### config.mk
export PLATFORM = sky130hd
export DESIGN_NAME = bsg_cache_dma_prefetch_arbiter
export DESIGN_NICKNAME = d
export VERILOG_FILES = /design/src/rtl/bsg_cache_dma_prefetch_arbiter.sv
export SDC_FILE = /design/constraint.sdc
export NUM_CORES = 1
export LEC_CHECK = 0
export CAP_MARGIN = 15
export CORE_AREA = 5 5 239 241
export CTS_CLUSTER_SIZE = 10
export DETAILED_ROUTE_END_ITERATION = 8
export DIE_AREA = 0 0 244 246
export GPL_TIMING_DRIVEN = 0
export SLEW_MARGIN = 25
export SYNTH_ARGS = -nofsm -noshare
export SYNTH_HDL_FRONTEND = slang
export SYNTH_SLANG_ARGS = --single-unit
### constraint.sdc
create_clock -name clk_i -period 2.9 [get_ports clk_i]
set_input_delay 0.58 -clock clk_i [delete_from_list [all_inputs] [get_ports clk_i]]
set_output_delay 0.58 -clock clk_i [all_outputs]
set_load 0.01 [all_outputs]
### src/rtl/bsg_cache_dma_prefetch_arbiter.sv
// Shares one cache DMA engine between demand misses and stream prefetches; demand always wins.
// Optional macro BSG_CACHE_PF_PROMOTE_EN: a miss hitting an in-flight prefetch line takes it over.
module bsg_cache_dma_prefetch_arbiter #(
   parameter int addr_width_p          = 32,
   parameter int data_width_p          = 32,
   parameter int block_size_in_words_p = 8,
   parameter int pf_queue_els_p        = 2
) (
   input  logic                                            clk_i,
   input  logic                                            reset_i,
   input  logic                                            miss_v_i,
   input  logic [addr_width_p-1:0]                         miss_addr_i,
   output logic                                            miss_ready_o,
   input  logic                                            pf_v_i,
   input  logic [addr_width_p-1:0]                         pf_addr_i,
   output logic                                            pf_drop_o,
   output logic                                            dma_v_o,
   output logic [addr_width_p-1:0]                         dma_addr_o,
   input  logic                                            dma_ready_i,
   input  logic                                            dma_data_v_i,
   input  logic [data_width_p*block_size_in_words_p-1:0]   dma_data_i,
   output logic                                            miss_data_v_o,
   output logic                                            pf_data_v_o,
   output logic [data_width_p*block_size_in_words_p-1:0]   line_data_o,
   output logic                                            dma_busy_o
);

   localparam int          LW  = data_width_p * block_size_in_words_p;
   localparam int          BO  = $clog2(LW / 8);
   localparam int          TW  = addr_width_p - BO;
   localparam int unsigned ELS = pf_queue_els_p;
   localparam int          PW  = (pf_queue_els_p > 1) ? $clog2(pf_queue_els_p) : 1;
   localparam int          CW  = $clog2(pf_queue_els_p + 1);
   localparam logic [PW:0]   ELS_W  = (PW+1)'(pf_queue_els_p);
   localparam logic [CW-1:0] FULL_C = CW'(pf_queue_els_p);

   typedef enum logic [1:0] {
      S_IDLE,
      S_ISSUE,
      S_WAIT
   } state_e;

   state_e          state_q, state_d;
   logic            owner_pf_q, owner_pf_d;
   logic [TW-1:0]   addr_q, addr_d;
   logic [ELS-1:0]  ent_v_q, ent_v_d;
   logic [TW-1:0]   ent_addr_q [ELS];
   logic [TW-1:0]   ent_addr_d [ELS];
   logic [PW-1:0]   head_q, head_d;
   logic [PW-1:0]   tail_q, tail_d;
   logic [CW-1:0]   count_q, count_d;

   logic [TW-1:0]   miss_tag, pf_tag;
   logic            pop_found;
   logic [PW-1:0]   pop_sel, scan_idx;
   logic [CW-1:0]   pop_skip;
   logic            pf_dup, pf_drop, pf_enq, promote;
   logic            unused_low_bits;

   function automatic logic [PW-1:0] wrap_add(input logic [PW-1:0] base, input logic [PW-1:0] off);
      logic [PW:0] s;
      s = {1'b0, base} + {1'b0, off};
      if (s >= ELS_W) s = s - ELS_W;
      return s[PW-1:0];
   endfunction

   assign miss_tag = miss_addr_i[addr_width_p-1:BO];
   assign pf_tag   = pf_addr_i[addr_width_p-1:BO];
   assign unused_low_bits = ^{miss_addr_i[BO-1:0], pf_addr_i[BO-1:0]};

   // Head scan: first valid entry within the occupied window; invalid ones ahead of it are consumed too.
   always_comb begin
      pop_found = 1'b0;
      pop_sel   = '0;
      pop_skip  = count_q;
      scan_idx  = '0;
      for (int unsigned i = 0; i < ELS; i++) begin
         scan_idx = wrap_add(head_q, PW'(i));
         if (!pop_found && (CW'(i) < count_q) && ent_v_q[scan_idx]) begin
            pop_found = 1'b1;
            pop_sel   = scan_idx;
            pop_skip  = CW'(i + 1);
         end
      end
   end

   always_comb begin
      pf_dup = 1'b0;
      for (int unsigned i = 0; i < ELS; i++) begin
         if (ent_v_q[i] && (ent_addr_q[i] == pf_tag)) pf_dup = 1'b1;
      end
      pf_drop = pf_v_i && ((count_q == FULL_C) || pf_dup
                           || ((state_q != S_IDLE) && (addr_q == pf_tag))
                           || (miss_v_i && (miss_tag == pf_tag)));
      pf_enq  = pf_v_i && !pf_drop;
   end

`ifdef BSG_CACHE_PF_PROMOTE_EN
   assign promote = (state_q != S_IDLE) && owner_pf_q && miss_v_i && (miss_tag == addr_q);
`else
   assign promote = 1'b0;
`endif

   always_comb begin
      state_d       = state_q;
      owner_pf_d    = owner_pf_q;
      addr_d        = addr_q;
      ent_v_d       = ent_v_q;
      ent_addr_d    = ent_addr_q;
      head_d        = head_q;
      tail_d        = tail_q;
      count_d       = count_q;
      miss_ready_o  = 1'b0;
      miss_data_v_o = 1'b0;
      pf_data_v_o   = 1'b0;

      if (promote) begin
         miss_ready_o = 1'b1;
         owner_pf_d   = 1'b0;
      end

      unique case (state_q)
         S_IDLE: begin
            if (miss_v_i) begin
               miss_ready_o = 1'b1;
               addr_d       = miss_tag;
               owner_pf_d   = 1'b0;
               state_d      = S_ISSUE;
               for (int unsigned i = 0; i < ELS; i++) begin
                  if (ent_addr_q[i] == miss_tag) ent_v_d[i] = 1'b0;
               end
            end else if (count_q != '0) begin
               // A window holding only squashed entries is drained without starting a transaction.
               head_d  = wrap_add(head_q, PW'(pop_skip));
               count_d = count_q - pop_skip;
               if (pop_found) begin
                  ent_v_d[pop_sel] = 1'b0;
                  addr_d           = ent_addr_q[pop_sel];
                  owner_pf_d       = 1'b1;
                  state_d          = S_ISSUE;
               end
            end
         end
         S_ISSUE: begin
            if (dma_ready_i) state_d = S_WAIT;
         end
         S_WAIT: begin
            if (dma_data_v_i) begin
               if (owner_pf_q && !promote) pf_data_v_o   = 1'b1;
               else                        miss_data_v_o = 1'b1;
               state_d = S_IDLE;
            end
         end
         default: state_d = S_IDLE;
      endcase

      if (pf_enq) begin
         ent_v_d[tail_q]    = 1'b1;
         ent_addr_d[tail_q] = pf_tag;
         tail_d             = wrap_add(tail_q, PW'(1));
         count_d            = count_d + CW'(1);
      end
   end

   always_ff @(posedge clk_i or posedge reset_i) begin
      if (reset_i) begin
         state_q    <= S_IDLE;
         owner_pf_q <= 1'b0;
         addr_q     <= '0;
         ent_v_q    <= '0;
         head_q     <= '0;
         tail_q     <= '0;
         count_q    <= '0;
         for (int unsigned i = 0; i < ELS; i++) ent_addr_q[i] <= '0;
      end else begin
         state_q    <= state_d;
         owner_pf_q <= owner_pf_d;
         addr_q     <= addr_d;
         ent_v_q    <= ent_v_d;
         head_q     <= head_d;
         tail_q     <= tail_d;
         count_q    <= count_d;
         for (int unsigned i = 0; i < ELS; i++) ent_addr_q[i] <= ent_addr_d[i];
      end
   end

   assign pf_drop_o   = pf_drop;
   assign dma_v_o     = (state_q == S_ISSUE);
   assign dma_addr_o  = {addr_q, {BO{1'b0}}};
   assign dma_busy_o  = (state_q != S_IDLE);
   assign line_data_o = (miss_data_v_o || pf_data_v_o) ? dma_data_i : '0;

endmodule

# Yosys cells after proc, flatten, opt, wreduce, memory -nomap -nowiden
# Cells that the tools add are included.
# W data, S select, Z words.
# word_totals
output_inout_bits	294
mem_bits_ro	0
ramBits	0
input_bits	326
latch_bits	0
n_memories	0
register_bits	90
# classes
reduce_logical	26
n_addsub	9
bitwise	6
n_eq_ne	13
shifts	0
div	0
multipliers	0
magnitude_cmp	15
muxes	58
# ops
cell	count
$mux W256	1
$mux W27	7
$eq A27 B27 Y1	6
$bwmux W54	1
$mux W2	16
$mux W1	29
$demux W27 S1	1
$logic_and A1 B1 Y1	12
$ge A2 B2 Y1 const B	5
$lt A1 B2 Y1 const B	4
$reduce_bool A2 Y1	4
$ne A3 B3 Y1 const B	2
$pmux W2 S3	1
$reduce_and A3 Y1	2
$add A1 B1 Y2 const B	2
$eq A2 B2 Y1 const B	2
$logic_or A1 B1 Y1	4
$lt A1 B2 Y1 const A	2
$not A1 Y2	2
$reduce_and A4 Y1	1
$sub A1 B1 Y1 const B	4
$add A1 B1 Y2	1
$add A2 B1 Y2 const B	1
$and A2 B2 Y2	1
other kinds (13)	16

# Longest topological paths before layout
# logic_depth
depth_word	22
depth_mapped	10

# Worst setup path before layout
# Ideal clock, no wire load.
# synth_path
path_kind	input port to flip-flop
startpoint	input port pf_addr_i[8]
endpoint	register ent_addr_q[27] (netlist name)
setup_time_ns	0.127
arrival_ns	2.278
path_buffers	3
required_ns	2.773
path_stages	10
path_slack_ns	0.495
path_cell_list	buf_2 -> xnor2_1 -> nand4_1 -> nor4_1 -> nand4_1 -> nand4_2 -> nand2b_1 -> buf_4 -> buf_6 -> mux2_1
# synth_between
elab_chain_cells	10
word_cells_on_any_way	16
cone_classes	eq/ne: 4; mux: 2; reduce/logical: 10
# synth_lines
element	line	rtl
start, declared	15	input logic [addr_width_p-1:0] pf_addr_i,
$eq A27 B27 Y1	90	if (ent_v_q[i] && (ent_addr_q[i] == pf_tag)) pf_dup = 1'b1;
$logic_and A1 B1 Y1	90	
$mux W1 (2 in a row)	90	
$logic_or A1 B1 Y1	92	pf_drop = pf_v_i && ((count_q == FULL_C) || pf_dup
$logic_or A1 B1 Y1	93	|| ((state_q != S_IDLE) && (addr_q == pf_tag))
$logic_or A1 B1 Y1 (*)	94	|| (miss_v_i && (miss_tag == pf_tag)));
$logic_and A1 B1 Y1 (*)	92	
$logic_not A1 Y1 (*)	95	pf_enq = pf_v_i && !pf_drop;
$logic_and A1 B1 Y1 (*)	95	
end, declared	47	logic [TW-1:0] ent_addr_q [ELS];
# Every way passes the cells marked *; elsewhere a longest branch is shown, timed or not.
# A chain may end at the register's enable or synchronous reset.

# Worst setup path in the final report
# layout_path
startpoint	input port miss_addr_i[8]
endpoint	output port pf_drop_o
# layout_between
elab_chain_cells	4
# layout_lines
element	line	rtl
start, declared	12	input logic [addr_width_p-1:0] miss_addr_i,
$eq A27 B27 Y1	94	
$logic_and A1 B1 Y1	94	
$logic_or A1 B1 Y1	94	
$logic_and A1 B1 Y1	92	
end, declared	16	output logic pf_drop_o,
# Every way passes these cells.

==> summary by stage <==
Final layout
The area added between synthesis and finish is 92.45%. The net total in the final layout is between 1,500 and 2,000. The total area of sequential cells is around 2300 sq um. The filler cells instantiated in the layout total 5,942. The fraction of layout instances using a drive strength above 1 is 16.75%. In the final layout, the multi-input gates occupy 5289 sq um.

The leading cell type in the layout, fill and taps excluded is sky130_fd_sc_hd__clkdlybuf4s50_1. The library cells used most frequently in the layout, excluding fill and tap cells, are sky130_fd_sc_hd__clkdlybuf4s50_1 (294), sky130_fd_sc_hd__and2_1 (222), sky130_fd_sc_hd__dlygate4sd2_1 (202).

Outcome
The flow ran to the end, but the final reports show violations. The checks that failed: negative setup slack.

Yosys
The most frequently used flop master after synthesis is sky130_fd_sc_hd__dfrtp_1. Sorting the synthesized cells by area gives the leading types as sky130_fd_sc_hd__dfrtp_1 (29%), sky130_fd_sc_hd__and2_1 (21%), sky130_fd_sc_hd__xnor2_1 (15%), sky130_fd_sc_hd__mux2_4 (3.9%), sky130_fd_sc_hd__mux2_2 (3.8%). The top cell type by area accounts for 29.03% of the synthesized area.

The number of warnings reported in the yosys synthesis log is 0. The main combinational cell family by area after synthesis is simple AND/OR/NAND/NOR gates. Synthesis produced 876 cells.

After synthesis, the mean cell area works out to 8.856 sq um. Sequential cells were found to cover 29.03% of the synthesized design area. The post-synthesis compound-gate area fraction is 5.484%. Counting flops with an async set or reset pin after synthesis yields a share of between 90% and 100%.

Multiplexer cells account for 12.42% of the synthesized area. The total of flip-flops plus latches after synthesis is 90. After Yosys synthesis, and, or, nand and nor cells account for 28.84% of the synthesized area. The distinct cell type count of the synthesized netlist is 41. The XOR/XNOR share of the synthesized area is 18.40%. The number of flops mapped to enable cells by yosys is 0. The cell area that synthesis handed to floorplanning was 7757 sq um. The cell taking the most area after synthesis is sky130_fd_sc_hd__dfrtp_1. Summing the areas of all fa, ha and maj instances in the mapped netlist gives 0.1613% of the synthesized area.

Routing
The vias per cell is 4.073. The first TritonRoute pass finished after 5 iterations. The antenna violation net count after detailed routing is 0.

The final layout contains routed wiring with a total length of ~66,000 microns. After the first detailed-routing iteration, the DRC count stood at 377. After detailed routing, the average wire length per cell comes to 30.00 microns. The post-route DRC violation count is 0. The detailed router placed 8,915 vias in this run.

Hold path
The class of the most critical hold timing path is reg2reg.

Timing
The final worst-path setup slack is -25.60 ps. Dividing the final minimum period by the clock period gives 100.9%. The final number of hold-violating endpoints is 0.

For the pin with the worst max-slew slack, the measured transition is 757.4 ps. The final setup TNS is -25.60 ps. Headroom to the max-slew limit came out at between 40% and 50%. The worst clock skew on the final layout is 8.366 ps. The count of final setup violators is 1.

Setup repair after global routing could not meet its margin everywhere. The max-slew violation count is 0. The top achievable clock speed is 0.3418 GHz. Counting I/O delays and the setup requirement, the final critical path takes 2926 ps.

Clock tree
The source-to-sink clock delay at the later pin of the worst-skew pair is 360 ps. The clock buffer count from CTS is 9. After clock tree synthesis, the clock-pin slew on the worst setup and hold paths is 70 ps. The clock tree from TritonCTS is yes. The CTS root buffer is sky130_fd_sc_hd__clkbuf_16. The maximum buffer depth of the clock tree is 2. In this run the number of H-tree levels came out at 3. The clock drives 90 sinks.

Critical path
The required time at the worst-slack endpoint is 2320 ps. The maximum net fanout on the critical path is 4. The depth of the critical timing path with buffers and inverters included is 8. The critical path capture point is pf_drop_o. The buffering stage count on the worst path with inverters included is 3. The worst path arrival time is 2350 ps.

The worst register-to-register path has a depth of 10. The worst setup path is launched from an input port. The slowest cell on the critical path is sky130_fd_sc_hd__nor4_2. The signal on the critical path passes through clkdlybuf4s15_2 -> xnor2_2 -> nand4_1 -> nor4_2 -> nand4_1 -> buf_4 -> a31oi_4 -> buf_6.

STA classifies the critical path endpoint as an output port. Grouping stages by cell kind, the critical path spends the most delay in simple AND/OR/NAND/NOR gates. In this design, the stage delay of the slowest critical-path cell is 400 ps. The critical setup path kind is in2out. The library cell appearing most often on the critical path is sky130_fd_sc_hd__nand4_1. The worst register-to-register path ends at ent_addr_q[26]$_DFFE_PP0P_.

The critical path starts at miss_addr_i[8]. The reg-to-reg setup timing slack is 230 ps. The critical register-to-register path startpoint is state_q[1]$_DFFE_PP0P_.

GRT
The global routing usage summed across all routing layers is 20.51%. The via count of the first global-routing pass is approximately 9,500. The sum of overflow across all layers after global routing is 0.

The number of antenna violations at the first check in global routing is 23. The wire length of the first global-routing pass is roughly 85,000 microns. The largest net degree at the start of global routing is 29.

Floorplanning
The number of top-level design ports is 620. The placeable core region is about 55,000 sq um. Measured along the y axis, the die boundary spans 246 microns.

Row generation in the floorplan step produced between 80 and 90 rows. The initial utilization of the core area, before any placement, comes to between 10 and 15%. The area of the die is 60,020 sq um. The floorplan step set the die width to between 200 and 250 microns.

Pwr
Power spread over the standard cell area amounts to 683.5 nW/um^2. The total power of the final layout is 10,200 uW. The analysis attributes to cell leakage a power of 0.006933 uW.

The maximum vdd ir drop is 350.1 uV.

Placement
The routability congestion estimate from global placement is 0.9685. The wire-length estimate of the detail-placed layout is 58,280 microns. Port buffering added 577 buffers.

Flow run
The reported max-cap violation count is 0.
[worst register-to-register path, delay by kind of cell, from the launching register on]
kind	cells	cell delay, ps
AO/OA/AOI/OAI	1	380
buffers and inverters	3	550
flip-flops	1	380
multiplexers	1	310
AND/OR/NAND/NOR	5	930
[report_power, final]
part,total [uW],internal [uW],leakage [uW],switching [uW]
clock network,1120,619,0.000138,500
registers,2750,1900,0.00108,852
logic,6340,3150,0.00572,3190
[synthesized netlist by cell type, drive strengths merged, types with 2 or more instances]
master,count
o2bb2ai,2
buf,44
a22oi,3
mux2,54
nand4,37
xnor2,137
or2,2
mux2i,28
a21oi,20
nor2,38
nand2,23
dfrtp,90
a221o,9
nor4,12
clkbuf,35
xor2,26
inv,11
o21ai,25
nand2b,6
and2,257
nor3,4
[how the worst min path moves through the flow]
stage,from,to,slack (ps),cells past startpoint
after floorplan,tail_q$_DFFE_PP0P_,tail_q$_DFFE_PP0P_,440,2
after global placement,tail_q$_DFFE_PP0P_,tail_q$_DFFE_PP0P_,470,2
final,tail_q$_DFFE_PP0P_,tail_q$_DFFE_PP0P_,480,2
after global routing,tail_q$_DFFE_PP0P_,tail_q$_DFFE_PP0P_,500,2
after CTS,tail_q$_DFFE_PP0P_,tail_q$_DFFE_PP0P_,480,2
after detailed placement,tail_q$_DFFE_PP0P_,tail_q$_DFFE_PP0P_,470,2
[flip-flops by register name (all words and copies together) (netlist names)]
name and flops:
addr_q 27, count_q 2, ent_addr_q 54, ent_v_q 2
head_q 1, owner_pf_q 1, state_q 2, tail_q 1
[layout make-up]
| type | instances | area share, % |
|---|---|---|
| Timing Repair Buffer | 586 | 37.47 |
| Inverter | 11 | 0.3017 |
| Clock buffer | 12 | 1.718 |
| Clock inverter | 3 | 0.1006 |
| Sequential cell | 90 | 15.09 |
| Antenna cell | 4 | 0.06705 |
| Multi-Input combinational cell | 700 | 35.43 |
| Buffer | 79 | 3.931 |
| Tap cell | 704 | 5.900 |
[cell families after synthesis]
group / count (synthesis)
simple gates: 381
xor+xnor: 163
flops: 90
buf+inv: 90
mux: 82
compound gates: 68
fa+ha+maj: 1
other cells: 1
[per-stage QoR]
| step | hold slack (ps) | instance area, sq um | util, % | instances | setup WS, ps |
|---|---|---|---|---|---|
| finish | 476.8 | 14930 | 27.31 | 2189 | -25.60 |
| global route | 498.2 | 14930 | 27.31 | 2188 | -55.76 |
| CTS | 481.2 | 14900 | 27.26 | 2182 | 1.811 |
| detailed placement | 466.4 | 14500 | 26.53 | 2164 | -1533 |
| global placement | 466.0 | 14430 | 26.40 | 2161 | -1486 |
| floorplan | 438.7 | 7776 | - | 880 | 494.7 |
[metal layers]
layer	routed length [microns]	vias to the layer above	track usage [%]
li1	-	4061	-
met1	24600	4255	22.97
met2	31090	497	34.41
met3	7372	86	9.764
met4	2535	16	6.937
met5	81	-	0
[timing repair]
item	4_1_cts	5_1_grt
gates resized for setup	491	64
buffers inserted	3	3
hold buffers	0	0
hold endpoints to repair	0	0
setup endpoints to repair	315	85
pin swaps	7	7
(Power assumes the default switching activity.)
